===== src/rtl/sram_arbiter.sv =====
// sram_arbiter: CPU/DMA arbiter for one single-port SRAM with lock and read return.
// Define SRAM_ARB_FAIRNESS_EN to enable the DMA anti-starvation counter.
module sram_arbiter #(
  parameter int ADDR_W       = 16,
  parameter int DATA_W       = 32,
  parameter int STARVE_LIMIT = 4
) (
  input  logic              clk,
  input  logic              reset,
  input  logic              cpu_req,
  input  logic              cpu_we,
  input  logic              cpu_lock,
  input  logic [ADDR_W-1:0] cpu_addr,
  input  logic [DATA_W-1:0] cpu_di,
  output logic              cpu_gnt,
  output logic              cpu_rvalid,
  output logic [DATA_W-1:0] cpu_do,
  input  logic              dma_req,
  input  logic              dma_we,
  input  logic              dma_lock,
  input  logic [ADDR_W-1:0] dma_addr,
  input  logic [DATA_W-1:0] dma_di,
  output logic              dma_gnt,
  output logic              dma_rvalid,
  output logic [DATA_W-1:0] dma_do,
  output logic [ADDR_W-1:0] sram_ADDR,
  output logic [DATA_W-1:0] sram_DI,
  output logic              sram_EN,
  output logic              sram_WE,
  input  logic [DATA_W-1:0] sram_DO
);

  localparam logic [1:0] OWN_NONE = 2'd0;
  localparam logic [1:0] OWN_CPU  = 2'd1;
  localparam logic [1:0] OWN_DMA  = 2'd2;

  if (STARVE_LIMIT < 1 || STARVE_LIMIT > 15) begin : g_bad_limit
    $error("sram_arbiter: STARVE_LIMIT must be 1..15");
  end

  logic [1:0] r_own;
  logic       r_lock;
  logic       r_rd_cpu;
  logic       r_rd_dma;

  logic w_cpu_lk;
  logic w_dma_lk;
  logic w_fair;
  logic w_cpu_gnt;
  logic w_dma_gnt;
  logic w_cpu_rv;
  logic w_dma_rv;

  // A lock only counts if the previous owner still requests.
  assign w_cpu_lk = r_lock & (r_own == OWN_CPU) & cpu_req;
  assign w_dma_lk = r_lock & (r_own == OWN_DMA) & dma_req;

`ifdef SRAM_ARB_FAIRNESS_EN
  logic [3:0] r_starve;

  assign w_fair = (r_starve == 4'(STARVE_LIMIT)) & dma_req;

  always_ff @(posedge clk) begin
    if (reset) begin
      r_starve <= 4'd0;
    end else if (!dma_req || w_dma_gnt) begin
      r_starve <= 4'd0;
    end else if (w_cpu_gnt && r_starve != 4'(STARVE_LIMIT)) begin
      r_starve <= r_starve + 4'd1;
    end
  end
`else
  assign w_fair = 1'b0;
`endif

  always_comb begin
    w_cpu_gnt = 1'b0;
    w_dma_gnt = 1'b0;
    priority case (1'b1)
      reset:    ;
      w_cpu_lk: w_cpu_gnt = 1'b1;
      w_dma_lk: w_dma_gnt = 1'b1;
      w_fair:   w_dma_gnt = 1'b1;
      cpu_req:  w_cpu_gnt = 1'b1;
      dma_req:  w_dma_gnt = 1'b1;
      default:  ;
    endcase
  end

  always_ff @(posedge clk) begin
    if (reset) begin
      r_own    <= OWN_NONE;
      r_lock   <= 1'b0;
      r_rd_cpu <= 1'b0;
      r_rd_dma <= 1'b0;
    end else begin
      r_rd_cpu <= w_cpu_gnt & ~cpu_we;
      r_rd_dma <= w_dma_gnt & ~dma_we;
      if (w_cpu_gnt) begin
        r_own  <= OWN_CPU;
        r_lock <= cpu_lock;
      end else if (w_dma_gnt) begin
        r_own  <= OWN_DMA;
        r_lock <= dma_lock;
      end else begin
        r_own  <= OWN_NONE;
        r_lock <= 1'b0;
      end
    end
  end

  assign cpu_gnt = w_cpu_gnt;
  assign dma_gnt = w_dma_gnt;

  assign sram_EN   = w_cpu_gnt | w_dma_gnt;
  assign sram_WE   = w_cpu_gnt ? cpu_we
                   : w_dma_gnt ? dma_we : 1'b0;
  assign sram_ADDR = w_cpu_gnt ? cpu_addr
                   : w_dma_gnt ? dma_addr : '0;
  assign sram_DI   = w_cpu_gnt ? cpu_di
                   : w_dma_gnt ? dma_di : '0;

  // A reset landing on the return cycle drops the pending read.
  assign w_cpu_rv   = r_rd_cpu & ~reset;
  assign w_dma_rv   = r_rd_dma & ~reset;
  assign cpu_rvalid = w_cpu_rv;
  assign dma_rvalid = w_dma_rv;
  assign cpu_do     = w_cpu_rv ? sram_DO : '0;
  assign dma_do     = w_dma_rv ? sram_DO : '0;

endmodule


===== config.mk =====
export PLATFORM = sky130hd
export DESIGN_NAME = sram_arbiter
export DESIGN_NICKNAME = d
export VERILOG_FILES = /design/src/rtl/sram_arbiter.sv
export SDC_FILE = /design/constraint.sdc
export NUM_CORES = 1
export LEC_CHECK = 0
export CORE_AREA = 5 5 95 97
export DETAILED_ROUTE_END_ITERATION = 8
export DIE_AREA = 0 0 100 102
export GPL_TIMING_DRIVEN = 0
export PLACE_DENSITY_LB_ADDON = 0.25
export SYNTH_ARGS = -nofsm -noshare
export SYNTH_HDL_FRONTEND = slang
export SYNTH_SLANG_ARGS = --single-unit

===== constraint.sdc =====
create_clock -name clk -period 3.2 [get_ports clk]
set_clock_uncertainty 0.15 [all_clocks]
set_input_delay 0.64 -clock clk [delete_from_list [all_inputs] [get_ports clk]]
set_output_delay 0.64 -clock clk [all_outputs]
set_load 0.05 [all_outputs]

==> impl_results.md <==
- RR Startpoint: r_own[0]
- Area share of the largest cell type after synthesis: 36.88%
- Syn Inst Count: 152
- Post-Synth XOR/XNOR Area: 0%
- Worst-Skew Late Latency: 220 ps
- Min Hold Slack: 382.8 ps
- Max incr delay on CP: 590 ps
- # port buffers: 253
- Root Driver: clkbuf_8
- Ant diodes: 0
- Post-synthesis simple-gate area fraction: 39.78%
- P per Cell Area: 185.5 nW/um^2
- Worst-margin pin slew: 525.7 ps
- Worst reg-to-reg setup slack: 1850 ps
- Worst Setup SP: cpu_req
- Core area: 8051 um^2
- H-tree levels: 1
- Predominant post-synthesis flop cell: dfxtp_1
- Sequential-to-total area share from yosys stat: 8.602%
- Post-Synth Adder-Cell Area: 0%
- Via Count: 2,122
- Post-synthesis compound-gate area fraction: 39.78%
- HPWL Detailed: 7039 um
- Worst setup SP type: input port
- Cell Rows: 33
- R2R depth: 5
- Pin count of the biggest net entering global routing: 11
- Area contributors post-synth: a22o_1 (37%), and2_1 (35%), dfxtp_1 (8.6%)
- Die height: 102 um
- CP Capture Type: output port
- CP Cell Sequence: clkdlybuf4s50_1 > o211a_1 > buf_6 > mux2_1 > dlygate4sd2_1
- Fmax: 0.3214 GHz
- Initial Utilization: 14.45%
- Post-CTS Setup Bufs: 0
- CP required: 2410 ps
- Post-synth cell types: 16
- Synth area leader: a22o_1
- Sequential Power Share: 9.7%
- Worst rel slew slack: 64.85%
- Worst min-delay path category: register to register
- DRC viols: 0
- Final Cycle Share: 97.23%
- Design Area, Final: 3727 um^2
- Commonest non-fill, non-tap cell in the layout: clkdlybuf4s50_1
- Synth warn: 0
- Leak pwr: 1.674 nW
- Die width: 100 um
- Layout area overhead: 220.3%
- GRT Total Usage: 13.64%
- Fin nets: 546
- Sw Share: 43.56%
- Synth Register Bits: 5
- Cell Int Power: 0.0003901 W
- CTS tree: yes
- Critical path peak fanout: 7
- Clock group share of total power: 16.5%
- Mux cell area share after synthesis: 0.9677%
- Clk buf depth: 2
- DR WL/cell: 14.85 um
- Setup TNS Final: 0 ps
- Final GP Congestion: 0.8207
- Finished Core Util: 46.29%
- RSZ-0062 raised after global routing: no
- Crit Path Class: input port to output port
- Slowest-stage cell, CP: clkdlybuf4s50_1
- Power, Total: 0.0006913 W
- Final Critical Period: 3111 ps
- 1st-pass router iterations: 4
- Num Clock Sinks: 5
- Status: completed
- VDD IR max: 0.09098 mV
- Antenna violations before repair: 0
- Largest family of logic cells by synthesized area: compound AO/OA/AOI/OAI gates
- CTS Buf Count: 3
- First-pass GRT wire length: 11,120 um
- Fin. max-slew vios: 0
- Worst-path clk slew: 40 ps
- Syn_nets: 288
- Die area: 10,200 um^2
- DRT iter0 DRCs: 20
- Crit path DAT: 2320 ps
- Vias/cell: 4.128
- DRT antenna net count: 0
- Mapped Avg Cell Area: 7.655 um^2
- CP endpoint: sram_WE
- Mapped cell area: 1164 um^2
- Ports: 254
- Hold Violations, Final: 0
- Filler Cell Count: 818
- P_sw: 0.0003011 W
- Final wirelength: 7633 um
- Post-synth EDFFs: 0
- Most frequent cells in the layout: clkdlybuf4s50_1 (136), and2_1 (65), clkdlybuf4s15_2 (53)
- Area after DPL: 3827 um^2
- Number of global-route vias before repair: 2,294
- Layout cell share with drive strength beyond 1: 32.52%
- Endpoints failing setup: 0
- Worst reg2reg endpoint: r_rd_cpu
- Total global routing overflow: 0
- Max-Cap Viols: 0
- Async S/R FF share, synth: 0%
- Logic pwr share: 73.9%
-- Yosys cell counts, types with 2 or more instances --
cell	number
and2_1	65
a22o_1	49
buf_6	6
clkbuf_1	6
buf_2	5
dfxtp_1	5
nor2_1	3
nor2b_1	3
inv_2	2
o211a_1	2
-- kinds of logic (layout without fill, tap and decap cells) --
kind of cell,count (synthesis),after routing
simple gates,73,73
compound gates,53,53
buf+inv,20,277
flops,5,5
mux,1,1
-- layer usage --
metal | GRT usage (%) | vias up | part of all wire (%)
met5 | 0 | - | 0
met3 | 6.007 | 4 | 13
li1 | - | 1063 | -
met1 | 12.21 | 911 | 32
met2 | 27.96 | 144 | 54
met4 | 2.902 | 0 | 0.86
-- layout make-up --
type | count | area [um^2] | share of cell area (%)
repair buffers | 253 | 2355 | 63.18
multi-input cells | 127 | 949.7 | 25.48
plain buffers | 17 | 135.1 | 3.625
well taps | 105 | 131.4 | 3.525
flip-flops and latches | 5 | 100.1 | 2.685
clock buffers | 4 | 45.04 | 1.208
inverters | 3 | 11.26 | 0.3021
-- flip-flops by register name, indices dropped and copies added (netlist names) --
signal and cells:
r_lock 1, r_own 2, r_rd_cpu 1, r_rd_dma 1
-- worst min path at each step --
stage	start	end	cells after the start
floorplan	r_own[1]	r_own[1]	2
global placement	r_own[1]	r_own[1]	2
detailed placement	r_own[1]	r_own[1]	2
CTS	r_own[1]	r_own[1]	2
global route	r_own[1]	r_own[1]	2
finish	r_own[1]	r_own[1]	2
-- power by group through the flow --
stage	sequential [W]	combinational [W]	clock [W]
floorplan	0.0000676	0.000264	0
global placement	0.0000678	0.000546	0
detailed placement	0.0000678	0.000549	0
CTS	0.0000670	0.000514	0.000118
global route	0.0000672	0.000537	0.000121
finish	0.0000669	0.000511	0.000114
-- per-stage QoR --
| stage | cells | worst slack, ps |
|---|---|---|
| 6_report | 514 | 88.57 |
| 5_1_grt | 514 | 0.8427 |
| 4_1_cts | 514 | 0.6286 |
| 3_5_place_dp | 510 | -572.2 |
| 3_3_place_gp | 510 | -564.2 |
| 2_1_floorplan | 152 | 438.9 |
-- worst max-delay path, delay by kind of cell --
family	cells	cell delay [ps]
compound gates	1	200
mux	1	320
buf+inv	3	1160
-- what timing repair did --
action	in CTS	in global routing
hold endpoints to repair	0	0
resized for setup	413	48
setup endpoints to repair	117	85
hold buffers	0	0
Power figures use the tool's default switching activity.
